[src/rtl/fetch_pkg.sv]
// Shared instruction-fetch types and constants.
package fetch_pkg;

    localparam int unsigned XLEN = 32;
    localparam logic [XLEN-1:0] INST_NOP = 32'h0000_0013;

    typedef struct packed {
        logic [XLEN-1:0] pc;
        logic [XLEN-1:0] inst;
    } iq_entry_t;

    function automatic logic [XLEN-1:0] pc_next(input logic [XLEN-1:0] pc);
        return pc + 32'd4;
    endfunction

endpackage

[src/rtl/inst_queue.sv]
// Circular instruction queue: head/tail pointers, occupancy count, push/pop/flush.
module inst_queue
    import fetch_pkg::*;
#(
    parameter int unsigned DEPTH = 2
) (
    input  logic                     clk,
    input  logic                     rst,
    input  logic                     push,
    input  iq_entry_t                push_entry,
    input  logic                     pop,
    input  logic                     flush,
    output iq_entry_t                head,
    output logic [$clog2(DEPTH):0]   count
);

    localparam int unsigned PW = (DEPTH > 1) ? $clog2(DEPTH) : 1;
    localparam int unsigned CW = $clog2(DEPTH) + 1;

    iq_entry_t         mem [DEPTH];
    logic [PW-1:0]     head_ptr;
    logic [PW-1:0]     tail_ptr;
    logic              pop_ok;

    assign pop_ok = pop && (count != '0);

    always_ff @(posedge clk or negedge rst) begin
        if (!rst) begin
            head_ptr <= '0;
            tail_ptr <= '0;
            count    <= '0;
        end else if (flush) begin
            head_ptr <= '0;
            tail_ptr <= '0;
            count    <= '0;
        end else begin
            if (push)   tail_ptr <= tail_ptr + 1'b1;
            if (pop_ok) head_ptr <= head_ptr + 1'b1;
            count <= count + CW'(push) - CW'(pop_ok);
        end
    end

    // Storage needs no reset: the head is masked to a NOP whenever count is zero.
    always_ff @(posedge clk) begin
        if (push && !flush) mem[tail_ptr] <= push_entry;
    end

    always_comb begin
        head = '{pc: '0, inst: INST_NOP};
        if (count != '0) head = mem[head_ptr];
    end

endmodule

[src/rtl/inst_fetch.sv]
// Instruction fetch: sequential PC, 1-cycle imem, small instruction queue, redirect flush.
// Optional macro INST_FETCH_MISALIGN_EN: misaligned redirect targets halt fetch via fetch_err.
module inst_fetch
    import fetch_pkg::*;
#(
    parameter logic [31:0] RESET_PC = 32'h0000_0000,
    parameter int unsigned IQ_DEPTH = 2
) (
    input  logic        clk,
    input  logic        rst,
    output logic        imem_req,
    output logic [31:0] imem_addr,
    input  logic [31:0] imem_rdata,
    output logic [31:0] inst,
    output logic [31:0] inst_pc,
    output logic        inst_valid,
    input  logic        nxt,
    input  logic        redirect,
    input  logic [31:0] redirect_pc,
    output logic        fetch_err
);

    localparam int unsigned CW = $clog2(IQ_DEPTH) + 1;

    logic [31:0]   fetch_pc;
    logic [31:0]   req_addr_q;
    logic          inflight;
    logic          err;
    logic          pop;
    logic          push;
    logic          issue;
    logic [CW:0]   occ;
    logic [CW-1:0] count;
    logic [31:0]   redirect_tgt;
    iq_entry_t     head;
    iq_entry_t     resp_entry;

    assign inst_valid   = (count != '0);
    assign pop          = nxt && inst_valid;
    assign push         = inflight && !redirect;
    assign redirect_tgt = {redirect_pc[31:2], 2'b00};

    // Slots already committed (queued + in flight) minus the one leaving this cycle.
    assign occ   = {1'b0, count} + (CW+1)'(inflight) - (CW+1)'(pop);
    assign issue = rst && !redirect && !err && (occ < (CW+1)'(IQ_DEPTH));

    assign imem_req  = issue;
    assign imem_addr = fetch_pc;

    assign resp_entry = '{pc: req_addr_q, inst: imem_rdata};

    always_ff @(posedge clk or negedge rst) begin
        if (!rst) begin
            fetch_pc   <= RESET_PC;
            req_addr_q <= '0;
            inflight   <= 1'b0;
        end else if (redirect) begin
            fetch_pc <= redirect_tgt;
            inflight <= 1'b0;
        end else begin
            inflight <= issue;
            if (issue) begin
                req_addr_q <= fetch_pc;
                fetch_pc   <= pc_next(fetch_pc);
            end
        end
    end

`ifdef INST_FETCH_MISALIGN_EN
    always_ff @(posedge clk or negedge rst) begin
        if (!rst)          err <= 1'b0;
        else if (redirect) err <= |redirect_pc[1:0];
    end
`else
    logic unused_pc_lsbs;
    assign unused_pc_lsbs = ^redirect_pc[1:0];
    assign err = 1'b0;
`endif

    assign fetch_err = err;

    inst_queue #(
        .DEPTH (IQ_DEPTH)
    ) u_queue (
        .clk        (clk),
        .rst        (rst),
        .push       (push),
        .push_entry (resp_entry),
        .pop        (pop),
        .flush      (redirect),
        .head       (head),
        .count      (count)
    );

    assign inst    = head.inst;
    assign inst_pc = head.pc;

endmodule

[config.mk]
export PLATFORM = sky130hd
export DESIGN_NAME = inst_fetch
export DESIGN_NICKNAME = d
export VERILOG_FILES = /design/src/rtl/fetch_pkg.sv /design/src/rtl/inst_queue.sv /design/src/rtl/inst_fetch.sv
export SDC_FILE = /design/constraint.sdc
export NUM_CORES = 1
export LEC_CHECK = 0
export CORE_UTILIZATION = 33
export CTS_CLUSTER_DIAMETER = 60
export DETAILED_ROUTE_END_ITERATION = 6
export PLACE_DENSITY_LB_ADDON = 0.15
export SLEW_MARGIN = 10
export SYNTH_ARGS = -nofsm -noshare
export SYNTH_HDL_FRONTEND = slang
export SYNTH_SLANG_ARGS = --single-unit
[constraint.sdc]
create_clock -name clk -period 5.2 [get_ports clk]
set_clock_uncertainty 0.2 [all_clocks]
set_input_delay 1.56 -clock clk [delete_from_list [all_inputs] [get_ports clk]]
set_output_delay 1.56 -clock clk [all_outputs]
set_load 0.05 [all_outputs]
==> reports/qor.yml, run 1 <==
timing:
  final.setup.tns_ns: 0
  worst_slew_pin_slew_ns: 0.949
  maxSlewHeadroom_pct: 36.7
  fin_crit_ns: 5.06
  fmax_ghz: 0.198
  rsz0062_at_grt: "false"
  setup_violations: 0
  whs_ns: 0.270
  finalHoldViolations: 0
  final.setup.worst_slack_ns: 0.141
  fin_crit_sh_pct: 97.3
  drv_slew: 0
critical_path:
  reg2reg_depth: 14
  path_class: "input pin to output port"
  critPathCapture: "imem_req"
  reg2reg_to: "imem_addr[26]"
  arrival_ns: 3.30
  cp.required_ns: 3.44
  cp-end-kind: "output port"
  cp-startpoint: "nxt"
  start_kind: "input pin"
  reg2reg_from: "u_queue.count[1]"
  r2r_setup_slack_ns: 1.33
  path_max_fanout: 2
floorplanning:
  io_pins: 167
  start_util_pct: 33.6
  row_count: 56
  die_w_um: 156
  die-area_sq_um: 24500
  dieHeight_um: 156
  core-area_sq_um: 23400
logic_synthesis:
  netlist_area_sq_um: 7870
  ys_types: 41
  syn_avg_cell_area_sq_um: 12.6
  synth_edf_count: 124
  synthXorXnorAreaFrac_pct: 0.779
  synth_compound_area_share_pct: 4.74
  synth_mux_area_share_pct: 8.27
  synthSimpleGateAreaFrac_pct: 14.7
  syn_inst: 626
  ys_seq_elements: 189
  synthFlopType: "edfxtp_1"
  ys_seq_area_share_pct: 68.0
  synth_top_family_by_area: "simple AND/OR/NAND/NOR gates"
  yosysWarnings: 0
  synth_fa_ha_area_share_pct: 0.891
  async_flop_share_pct: 34.4
drt:
  dr.pass1.iters: 5
  vias: 5400
  wl_per_cell_um: 16.7
  drc: 0
  first_iter_violations: 352
  avgViaCountPerCell: 4.82
  wl_mm: 18.8
  drtAntennaViolNets: 0
place:
  portBuffers: 159
  gp_congestion: 0.864
  dp_hpwl_mm: 12.1
  place_ws_ns: -0.452
  dp_cells: 1087
clock_tree:
  clock_path_buffers: 2
  path_clk_slew_ns: 0.07
  cts_tree: "yes"
  cts_hold_buf: 0
  root_buffer: "clkbuf_16"
  cts_buffers: 17
  cts_sinks: 189
  htreeDepth: 4
  clock_latency_ns: 0.42
global_route:
  overflow: 0
  grt_pass1_wl_mm: 29.4
  first_global_vias: 5404
  grt_max_degree: 66
  antenna_found_initial: 0
  grt_usage_pct: 15.9
power_and_ir_drop:
  peakVddDrop_uv: 275
  p_leak_nw: 3.84
  power.density_nw_per_um2: 608
layout:
  drive_above_1_share_pct: 7.49
  finish.utilization_pct: 44.9
  instances_no_fill: 1120
  syn2layout_area_growth_pct: 33.6
  nNetsFinal: 861
  fill_cells: 2232
  antennaDiodeCount: 0
min_path:
  hold_class: "flip-flop to flip-flop"
  hold-path-cell-count: 0
flow_run:
  drv_cap: 0
outcome:
  status: "complete, no violations"
==> layout by cell type, fill, tap and decap left out, drive strengths merged, types with 2 or more instances in the layout <==
cell type	netlist	final
and2	3	3
or4	3	3
clkdlybuf4s50	0	156
ha	4	4
xor2	3	3
inv	12	14
buf	17	16
nand4	16	16
o21ai	11	11
edfxtp	124	124
nand2	118	118
clkinv	0	4
a21oi	4	4
and3	3	3
a221o	4	4
conb	1	5
nand3	18	18
nand2b	4	4
nor2b	3	3
a22oi	4	4
nor3	3	3
and4	2	2
nor4	5	5
nor2	76	76
o311ai	12	12
mux2i	65	65
clkbuf	17	25
o211ai	10	10
dfrtp	65	65
a32oi	3	3
or3	7	7
xnor2	4	4
==> cell usage after synthesis (2+ instances only) <==
cell type / number / area, sq um
nor2_1: 76 / 285
and2_1: 3 / 18.8
a22oi_1: 4 / 30.0
inv_1: 11 / 41.3
and4_1: 2 / 17.5
xor2_1: 3 / 26.3
clkbuf_1: 17 / 63.8
buf_1: 3 / 11.3
a21oi_1: 4 / 20.0
buf_2: 9 / 45.0
and3_1: 2 / 12.5
o21ai_0: 11 / 55.1
nand2_1: 118 / 443
nor3_1: 3 / 15.0
nand3_1: 18 / 90.1
o211ai_1: 10 / 75.1
mux2i_1: 65 / 651
dfrtp_1: 65 / 1630
buf_4: 5 / 37.5
nor4_1: 5 / 31.3
nor2b_1: 3 / 18.8
o311ai_0: 12 / 105
ha_1: 4 / 50.1
or4_1: 2 / 15.0
a32oi_1: 3 / 26.3
nand2b_1: 4 / 25.0
edfxtp_1: 124 / 3720
a221o_1: 4 / 40.0
xnor2_1: 4 / 35.0
or3_1: 7 / 43.8
nand4_1: 15 / 93.8
==> cells by family (layout without fill, tap and decap cells) <==
family | after synthesis | in the layout
compound gates | 51 | 51
xor+xnor | 7 | 7
fa+ha+maj | 5 | 5
buf+inv | 46 | 217
flops | 189 | 189
mux | 65 | 65
other cells | 1 | 5
simple gates | 262 | 262
==> metrics by stage <==
stage	total power (W)	instance area, sq um
after floorplan	0.00409	7890
after global placement	0.00507	9870
after detailed placement	0.00511	9870
after CTS	0.00646	10500
after global routing	0.00673	10500
final	0.00639	10500
==> routing by layer <==
| metal | GRT usage (%) | share of wire (%) |
|---|---|---|
| met5 | 0 | 0 |
| met4 | 5.51 | 1.7 |
| met3 | 3.99 | 5.9 |
| met2 | 25.0 | 46 |
| met1 | 21.4 | 47 |
==> worst min-delay path by stage <==
stage                   start            endpoint  slack, ns
6_report       req_addr_q[29]  u_queue.mem[1][61]       0.27
5_1_grt        req_addr_q[29]  u_queue.mem[1][61]       0.28
4_1_cts        req_addr_q[30]  u_queue.mem[1][62]       0.27
3_5_place_dp   req_addr_q[30]  u_queue.mem[1][62]       0.26
3_3_place_gp    req_addr_q[8]  u_queue.mem[1][40]       0.25
2_1_floorplan   req_addr_q[2]  u_queue.mem[0][34]       0.24
==> timing repair <==
item,in CTS,in global routing
gates resized for setup,8,4
pin swaps,4,4
setup buffers,1,0
setup endpoints to repair,1,1
endpoints found under the hold margin,0,0
==> cell type report <==
type	instances	area (sq um)	area share, %
Multi-Input combinational cell	395	2380	22.7
Clock inverter	8	76.3	0.726
Sequential cell	189	5350	50.9
Inverter	12	50.0	0.476
Clock buffer	24	526	5.00
Timing Repair Buffer	173	1720	16.4
Tap cell	319	399	3.80
==> flip-flops by register name, indices dropped and copies added, names as in the netlist <==
register,flops
u_queue.head_ptr,1
imem_addr,30
u_queue.tail_ptr,1
inflight,1
req_addr_q,30
u_queue.count,2
u_queue.mem,124
==> power by group <==
| part | total (W) | leakage [nW] | internal [W] | switching, W |
|---|---|---|---|---|
| clock | 0.00130 | 0.296 | 0.000761 | 0.000540 |
| sequential | 0.00225 | 1.94 | 0.00197 | 0.000281 |
| combinational | 0.00284 | 1.61 | 0.000949 | 0.00189 |
| total | 0.00639 | 3.84 | 0.00368 | 0.00271 |
==> critical path: stages <==
cell and delay (ns):
clkbuf_2 0.08, and2_4 0.15, buf_4 0.15, ha_4 0.15
fa_1 0.51, nand2_1 0.07, or3_4 0.41, inv_4 0.09
buf_12 0.13
No activity file was read; power rests on OpenSTA's default activity.
==> run 2, diff against run 1 <==
- CORE_ASPECT_RATIO: unset -> 0.5
- SYNTH_HIERARCHICAL: unset -> 1
==> run 2 against run 1 <==
- first-iteration DRC count fell by 22%
- power is 39% lower
- design area up 2.5%
- worst setup slack got worse by 0.078 ns
- global-route usage shrank 0.16 points
- critical endpoint unchanged
- largest cell class unchanged
- largest power group is now sequential cells
==> reports/qor.yml, run 2 <==
timing:
  final.setup.tns_ns: 0
  whs_ns: 0.268
  setup_violations: 0
  fin_crit_sh_pct: 98.8
  drv_slew: 0
  worst_slew_pin_slew_ns: 0.904
  fin_crit_ns: 5.14
  fmax_ghz: 0.195
  final.setup.worst_slack_ns: 0.0634
  maxSlewHeadroom_pct: 39.7
  rsz0062_at_grt: "false"
  finalHoldViolations: 0
critical_path:
  cp.required_ns: 3.44
  crit_slowest_cell: "fa_2"
  crit_chain: "dlygate4sd2_1 -> and2_4 -> ha_4 -> nand2b_4 -> fa_2 -> nand2_4 -> nor3_4 -> buf_12"
  start_kind: "input pin"
  path_max_fanout: 2
  path_buf_inv: 2
  arrival_ns: 3.38
  cp_top_family: "adder cells"
  critical_path.max_stage_delay_ns: 0.55
  cp-end-kind: "output port"
  path_class: "input pin to output port"
place:
  gp_congestion: 0.727
  place_ws_ns: -0.210
  dp_hpwl_mm: 12.3
  portBuffers: 161
  dpl_cell_area_sq_um: 10200
  dp_cells: 1075
global_route:
  first_global_vias: 5222
  antenna_found_initial: 0
  grt_usage_pct: 15.8
  grt_pass1_wl_mm: 29.8
  overflow: 0
  grt_max_degree: 66
layout:
  final_cell_mix: "157 x clkdlybuf4s50_1, 128 x edfxtp_1, 85 x nor2_1"
  top_register: "u_queue/mem"
  final_common_cell: "clkdlybuf4s50_1"
  instances_no_fill: 1107
  drive_above_1_share_pct: 11.4
  design_area_sq_um: 10800
  nNetsFinal: 831
  syn2layout_area_growth_pct: 32.2
  largest_reg_flops: 128
  antennaDiodeCount: 0
drt:
  wl_per_cell_um: 17.3
  first_iter_violations: 274
  vias: 5279
  wl_mm: 19.2
  drtAntennaViolNets: 0
  drc: 0
  avgViaCountPerCell: 4.77
  dr.pass1.iters: 4
min_path:
  hold_class: "flip-flop to flip-flop"
clock_tree:
  root_buffer: "clkbuf_16"
  path_clk_slew_ns: 0.07
  clock_path_buffers: 2
  clock_latency_ns: 0.44
  cts_buffers: 17
  htreeDepth: 4
  cts_setup_buffers: 0
  cts_sinks: 193
  cts_tree: "yes"
logic_synthesis:
  synth_edf_count: 128
  yosysTopAreaCellShare_pct: 47.2
  synthFlopType: "edfxtp_1"
  syn_inst: 590
  ys_seq_elements: 193
  syn_avg_cell_area_sq_um: 13.8
  ys_seq_area_share_pct: 67.1
  synth.most_common_cell: "edfxtp_1"
  yosysWarnings: 6
  synthTopCellsByCount: "128 x edfxtp_1, 85 x nor2_1, 65 x dfrtp_1, 65 x mux2i_1, 31 x mux2_2"
  synth_top_cell_by_area: "edfxtp_1"
  async_flop_share_pct: 33.7
  netlist_area_sq_um: 8150
  ys_types: 49
  synth_area_leaders: "edfxtp_1 47%, dfrtp_1 20%, mux2i_1 8.0%"
floorplanning:
  die-area_sq_um: 25400
  dieHeight_um: 113
  io_pins: 167
  die_w_um: 224
  core-area_sq_um: 24100
  start_util_pct: 33.8
  row_count: 40
flow_run:
  drv_cap: 0
power_and_ir_drop:
  power.density_nw_per_um2: 363
  p_leak_nw: 3.67
  peakVddDrop_uv: 183
outcome:
  status: "complete, no violations"
run 2: cell types whose count changed after synthesis, moves of 5 or more:
| cell | before | now |
|---|---|---|
| nand4_1 | 15 | 7 |
| o31ai_1 | 0 | 5 |
| mux2_2 | 0 | 31 |
| o311ai_0 | 12 | 0 |
| nor2_1 | 76 | 85 |
| o21ai_0 | 11 | 22 |
| or4_1 | 2 | 9 |
| o211ai_1 | 10 | 1 |
| nand2_1 | 118 | 22 |
| clkbuf_1 | 17 | 10 |
| buf_6 | 0 | 5 |
| a31oi_1 | 1 | 15 |
run 2: what timing repair did:
item                                    4_1_cts  5_1_grt
endpoints found under the setup margin        1        1
hold buffers                                  0        0
gates resized for setup                       3        5
pin swaps                                     1        2
run 2: through the flow:
step / utilization [%] / power (W)
floorplan: - / 0.00239
global placement: 42.2 / 0.00267
detailed placement: 42.2 / 0.00269
CTS: 44.5 / 0.00396
global route: 44.7 / 0.00408
finish: 44.7 / 0.00391
run 2: cell type report:
cell class              instances  area (sq um)
multi-input cells             359          2540
well taps                     336           420
clock inverters                15           124
repair buffers                176          1750
inverters                      11          41.3
clock buffers                  17           425
fillers                      2263         13400
flip-flops and latches        193          5470
run 2: cell families after synthesis:
group           count (synthesis)  share of synthesized area [%]
compound gates                 54                           4.27
fa+ha+maj                       5                          0.860
simple gates                  187                           11.3
mux                            96                           12.3
other cells                     1                         0.0460
xor+xnor                       10                           1.24
buf+inv                        44                           2.87
flops                         193                           67.1
run 2: path summary, 6_finish.rpt:
check | from | endpoint | slack [ns] | cells after the start
max in group asynchronous | rst | u_queue/head_ptr | 2.97 | 2
max reg2reg | u_queue/count[1] | imem_addr[27] | 1.27 | 11
min in group asynchronous | rst | req_addr_q[30] | 1.17 | 2
min | req_addr_q[29] | u_queue/mem[0][61] | 0.27 | 0
max | nxt | imem_req | 0.06 | 8
min reg2reg | req_addr_q[29] | u_queue/mem[0][61] | 0.27 | 0
run 2: metal layers:
layer | vias up | GRT usage (%) | wire, um
met5 | - | 0 | 0
met4 | 0 | 6.12 | 317
met3 | 21 | 3.45 | 591
met2 | 70 | 26.0 | 9490
met1 | 2678 | 20.4 | 8790
li1 | 2510 | - | -
run 2: power by group:
group          switching, W  leakage (nW)  internal (W)  total (W)
Combinational      0.000427          1.49      0.000290   0.000716
Clock              0.000565         0.271      0.000694    0.00126
Sequential         0.000113          1.91       0.00182    0.00193
Total               0.00110          3.67       0.00281    0.00391
==> RTL edit 1 (flow settings as in run 1) <==
The option `INST_FETCH_MISALIGN_EN` is turned on by a define.
--- a/src/rtl/inst_fetch.sv
+++ b/src/rtl/inst_fetch.sv
@@ -1,5 +1,7 @@
 // Instruction fetch: sequential PC, 1-cycle imem, small instruction queue, redirect flush.
 // Optional macro INST_FETCH_MISALIGN_EN: misaligned redirect targets halt fetch via fetch_err.
+`define INST_FETCH_MISALIGN_EN
+
 module inst_fetch
     import fetch_pkg::*;
 #(
Formal check against the unedited RTL: not equivalent (Yosys sat finds a counterexample within 4 cycles, from zero or initial values and one cycle with rst low).
==> RTL edit 1 against run 1 <==
Sequential power is 8% lower. Non-clock buffer count rose by 5. Design area increased by 1.7%. Synthesized area rose by 2.2%. Power shrank 17%. Routed wire length grew 4.7%. Count of clock-buffer cells in the layout is 3 lower. Setup slack lost 0.047 ns. Register-to-register slack gained 0.23 ns. Sequential cell count is 1 higher. Synthesized cell count is 3.7% higher. Via count up 2.0%. Critical path type unchanged.
==> RTL edit 1: results (changes against run 1) <==
Global route
  • Total GRT Usage: 0.162 (+0.00261)
  • Vias in the first global route: 5727 (+6.0%)
  • Global-route wire length before repair: 30.6 mm (+3.9%)
  • Largest net degree at the start of global routing: 67 (+1.5%)

Placement
  • Port bufs: 162 (+1.9%)
  • HPWL after detailed placement: 12.8 mm (+5.7%)
  • Gp weighted congestion: 0.803 (-7.0%)

Clock network
  • H-tree Lvls: 4 (unchanged)

Status
  • Status: complete, no violations

Pwr
  • Max IR drop VDD: 0.202 mV (-27%)
  • Pleak: 0.00395 uW (+2.8%)

Detailed routing
  • Drt initial violations: 330 (-6.3%)
  • Wire length per cell: 17.2 um (+2.6%)
  • Routed via count: 5510 (+2.0%)

Min path
  • WHS Endpoint: u_queue.mem[0][61]
  • HP Start: req_addr_q[29]

Cells and area
  • Fill count: 2266 (+1.5%)
  • Layout cell share with drive strength beyond 1: 0.0850 (+0.0100)
  • Net count, final: 884 (+2.7%)

Setup path
  • RR Startpoint: u_queue.count[1]
  • Reg2reg setup slack: 1.56 ns (+0.23 ns)
  • RR Endpoint: imem_addr[6]
  • Reg2Reg Depth: 13 (-1)
  • Worst path max stage delay: 0.55 ns (+0.04 ns)
  • CP arrival: 3.35 ns (+0.05 ns)

Synthesis
  • Mux contribution to synthesized area: 0.0797 (-0.00301)
  • Sequential area share after synthesis: 0.669 (-0.0114)
  • Synth area leaders: edfxtp_1 46%, dfrtp_1 21%, mux2i_1 8.0%, nand2_1 6.1%, nor2_1 3.5%
  • Async SR Flop Fraction: 0.347 (+0.00345)
  • Commonest cells in the netlist: 130 x nand2_1, 124 x edfxtp_1, 76 x nor2_1
  • Post-synthesis compound-gate area fraction: 0.0495 (+0.00210)
  • EDFF count, synth: 124 (unchanged)
  • Library cells used by synthesis: 51 (+24%)
  • Adder-cell share of the synthesized area: 0.00872 (-0.000190)
  • XOR/XNOR share of the synthesized area: 0.00654 (-0.00126)

Timing
  • Least-Margin Pin Slew: 0.930 ns (-0.0187 ns)
RTL edit 1: cell types whose count changed in the layout (fill, tap and decap cells not counted), sizes merged, moves of 5 or more:
cell,before,now
nand2,118,130
o21ai,11,22
or3,7,1
and2,3,8
inv,14,19
o211ai,10,5
RTL edit 1: logic make-up after synthesis:
logic type                 after synthesis
AOI/OAI and AO/OA                       60
xor gates and xnor gates                 6
adders and majority gates                5
buffers and inverters                   51
DFF                                    190
muxes                                   64
other                                    1
and+or+nand+nor                        272
RTL edit 1: routing by layer:
layer,track usage,vias up,part of all wire
met5,0,-,0
met2,0.273,158,0.49
met4,0.0627,0,0.013
li1,-,2623,-
met3,0.0364,19,0.055
met1,0.201,2710,0.44
RTL edit 1: power by group:
part           internal [uW]  switching [uW]
logic                    672            1260
registers               1860             210
clock network            746             577
total                   3280            2050
RTL edit 1: cell type report:
| class | instances | area share |
|---|---|---|
| clock inverters | 11 | 0.0110 |
| flip-flops and latches | 190 | 0.503 |
| well taps | 319 | 0.0374 |
| multi-input cells | 411 | 0.234 |
| repair buffers | 178 | 0.164 |
| clock buffers | 21 | 0.0461 |
| inverters | 13 | 0.00480 |
RTL edit 1: metrics by stage:
stage | area, um2 | worst slack [ns] | cells | TNS, ns | hold slack, ns
3_3_place_gp | 10000 | -0.414 | 1110 | -0.414 | 0.248
4_1_cts | 10700 | 0.00317 | 1142 | 0 | 0.274
3_5_place_dp | 10000 | -0.409 | 1110 | -0.409 | 0.257
2_1_floorplan | 8070 | 0.0200 | 652 | 0 | 0.242
6_report | 10700 | 0.0946 | 1143 | 0 | 0.270
5_1_grt | 10700 | 0.0364 | 1143 | 0 | 0.287
RTL edit 1: timing repair:
item	in CTS	in global routing
resized for setup	7	3
setup buffers	0	1
endpoints found under the setup margin	1	1
gates cloned	0	0
pin swaps	3	4
==> RTL edit 2 (config.mk and constraints of run 1) <==
Without the edit above. Add an input register stage for `imem_rdata` and `nxt`, cleared by the reset; this delays them by one clock. The other inputs are not delayed to match.
--- a/src/rtl/inst_fetch.sv
+++ b/src/rtl/inst_fetch.sv
@@ -22,6 +22,19 @@
 
     localparam int unsigned CW = $clog2(IQ_DEPTH) + 1;
 
+    logic [31:0] imem_rdata_q;
+    logic nxt_q;
+
+    always_ff @(posedge clk or negedge rst) begin
+        if (!rst) begin
+            imem_rdata_q <= '0;
+            nxt_q        <= '0;
+        end else begin
+            imem_rdata_q <= imem_rdata;
+            nxt_q        <= nxt;
+        end
+    end
+
     logic [31:0]   fetch_pc;
     logic [31:0]   req_addr_q;
     logic          inflight;
@@ -36,7 +49,7 @@
     iq_entry_t     resp_entry;
 
     assign inst_valid   = (count != '0);
-    assign pop          = nxt && inst_valid;
+    assign pop          = nxt_q && inst_valid;
     assign push         = inflight && !redirect;
     assign redirect_tgt = {redirect_pc[31:2], 2'b00};
 
@@ -47,7 +60,7 @@
     assign imem_req  = issue;
     assign imem_addr = fetch_pc;
 
-    assign resp_entry = '{pc: req_addr_q, inst: imem_rdata};
+    assign resp_entry = '{pc: req_addr_q, inst: imem_rdata_q};
 
     always_ff @(posedge clk or negedge rst) begin
         if (!rst) begin
Function: changed (a bounded check fails within 4 cycles, from zero or initial values and one cycle with rst low).
==> RTL edit 2 against run 1 <==
Global-route usage decreased by 0.90 points. Setup slack gained 0.28 ns. Die area rose by 12%. Power up 12%. Fmax rose by 5.8%. Cell count is 5.2% higher. Sequential cell count rose by 33. Routed wire length grew 7.8%. Critical path depth is 2 higher. Synthesized cell count is 6.2% higher. Design area up 9.9%. Synthesized area grew 12%. Clock power up 35%.
==> RTL edit 2: results (changes against run 1) <==
Clock network
  • Worst-case clock buffer depth: 3 (+1)
  • H-tree Lvls: 1 (-3)
  • Cts repair resizes: 0 (-8)
  • Post-CTS Setup Bufs: 0 (-1)
  • Skew-Pair Late Insertion Delay: 0.52 ns (+0.10 ns)
  • Clk pin slew, worst setup/hold paths: 0.06 ns
  • TritonCTS Buffers: 25 (+8)

Setup path
  • Delay-heaviest family, CP: simple AND/OR/NAND/NOR gates
  • CP max FO: 5 (+3)
  • CP arrival: 3.02 ns (-0.28 ns)
  • Worst-path cell with the longest stage delay: dfrtp_1
  • Worst path max stage delay: 0.46 ns (-0.05 ns)
  • Reg2reg setup slack: 1.27 ns (-0.06 ns)

Global route
  • Largest net degree at the start of global routing: 64 (-3.0%)
  • Total GRT Usage: 0.150 (-0.00898)
  • Vias in the first global route: 5755 (+6.5%)
  • Global-route wire length before repair: 31.7 mm (+7.6%)

Pwr
  • Pleak: 0.00435 uW (+13%)
  • Max IR drop VDD: 0.395 mV (+43%)

Detailed routing
  • Final WL: 20.2 mm (+7.8%)
  • Vias/cell: 4.75 (-1.6%)
  • Drt initial violations: 271 (-23%)

Cells and area
  • Non-Filler Instances: 1178 (+5.2%)
  • Layout cell share with drive strength beyond 1: 0.0724 (-0.00255)
  • Net count, final: 897 (+4.2%)

Synthesis
  • Synth area leaders: edfxtp_1 42%, dfrtp_1 28%, mux2i_1 7.4%, nand2_1 5.0%, nor2_1 3.1%
  • Sequential area share after synthesis: 0.703 (+0.0229)
  • Post-synthesis instance total: 665 (+6.2%)
  • Async SR Flop Fraction: 0.441 (+0.0975)
  • Library cells used by synthesis: 43 (+4.9%)

Timing
  • Least-Margin Pin Slew: 0.941 ns (-0.00817 ns)
  • Worst hold margin: 0.240 ns (-0.0304 ns)
  • Final period demand of the worst path: 4.78 ns (-0.275 ns)

Placement
  • Gp weighted congestion: 0.815 (-5.6%)
  • HPWL after detailed placement: 12.5 mm (+3.7%)
  • Inst Count DP: 1132 (+4.1%)
  • Place WS: 0.936 ns (+1.39 ns)

Status
  • Status: complete, no violations
==> RTL edit 2: per-stage QoR <==
| step | total power, uW | instance area (um2) |
|---|---|---|
| after detailed placement | 5490 | 10700 |
| final | 7160 | 11600 |
| after CTS | 7280 | 11600 |
| after global placement | 5430 | 10700 |
| after floorplan | 4460 | 8800 |
| after global routing | 7530 | 11600 |
==> RTL edit 2: final timing paths <==
kind / from / endpoint / cells past startpoint
worst max-delay path: u_queue.count[1] / imem_req / 11
worst min-delay path: imem_rdata_q[7] / u_queue.mem[1][7] / 0
worst max register to register: u_queue.count[1] / imem_addr[15] / 14
worst min register to register: imem_rdata_q[7] / u_queue.mem[1][7] / 0
max in group asynchronous: rst / req_addr_q[24] / 3
min in group asynchronous: rst / req_addr_q[19] / 2
==> RTL edit 2: layout make-up <==
type	count	area (um2)	area share
Inverter	10	37.5	0.00325
Sequential cell	222	6180	0.535
Clock buffer	31	678	0.0587
Timing Repair Buffer	167	1680	0.145
Multi-Input combinational cell	398	2400	0.208
Clock inverter	15	154	0.0133
Tap cell	335	419	0.0363
==> RTL edit 2: cell families (layout without fill, tap and decap cells) <==
logic type	after synthesis	count (layout)	share of synthesized area
simple gates	260	260	0.136
xor+xnor	8	8	0.00797
buf+inv	49	223	0.0271
compound gates	55	55	0.0436
mux	65	65	0.0741
fa+ha+maj	5	5	0.00798
other cells	1	5	0.000427
flops	222	222	0.703
==> RTL edit 2: per-layer routing <==
layer,track usage,part of all wire,vias up
met4,0.0346,0.015,0
li1,-,-,2665
met3,0.0355,0.072,29
met5,0,0,-
met2,0.240,0.46,187
met1,0.206,0.45,2709
==> RTL edit 2: report_power, final <==
part / leakage (uW) / internal, uW / total (uW) / switching [uW]
clock network: 0.000417 / 1070 / 1760 / 685
logic: 0.00161 / 934 / 2890 / 1950
registers: 0.00232 / 2250 / 2520 / 264
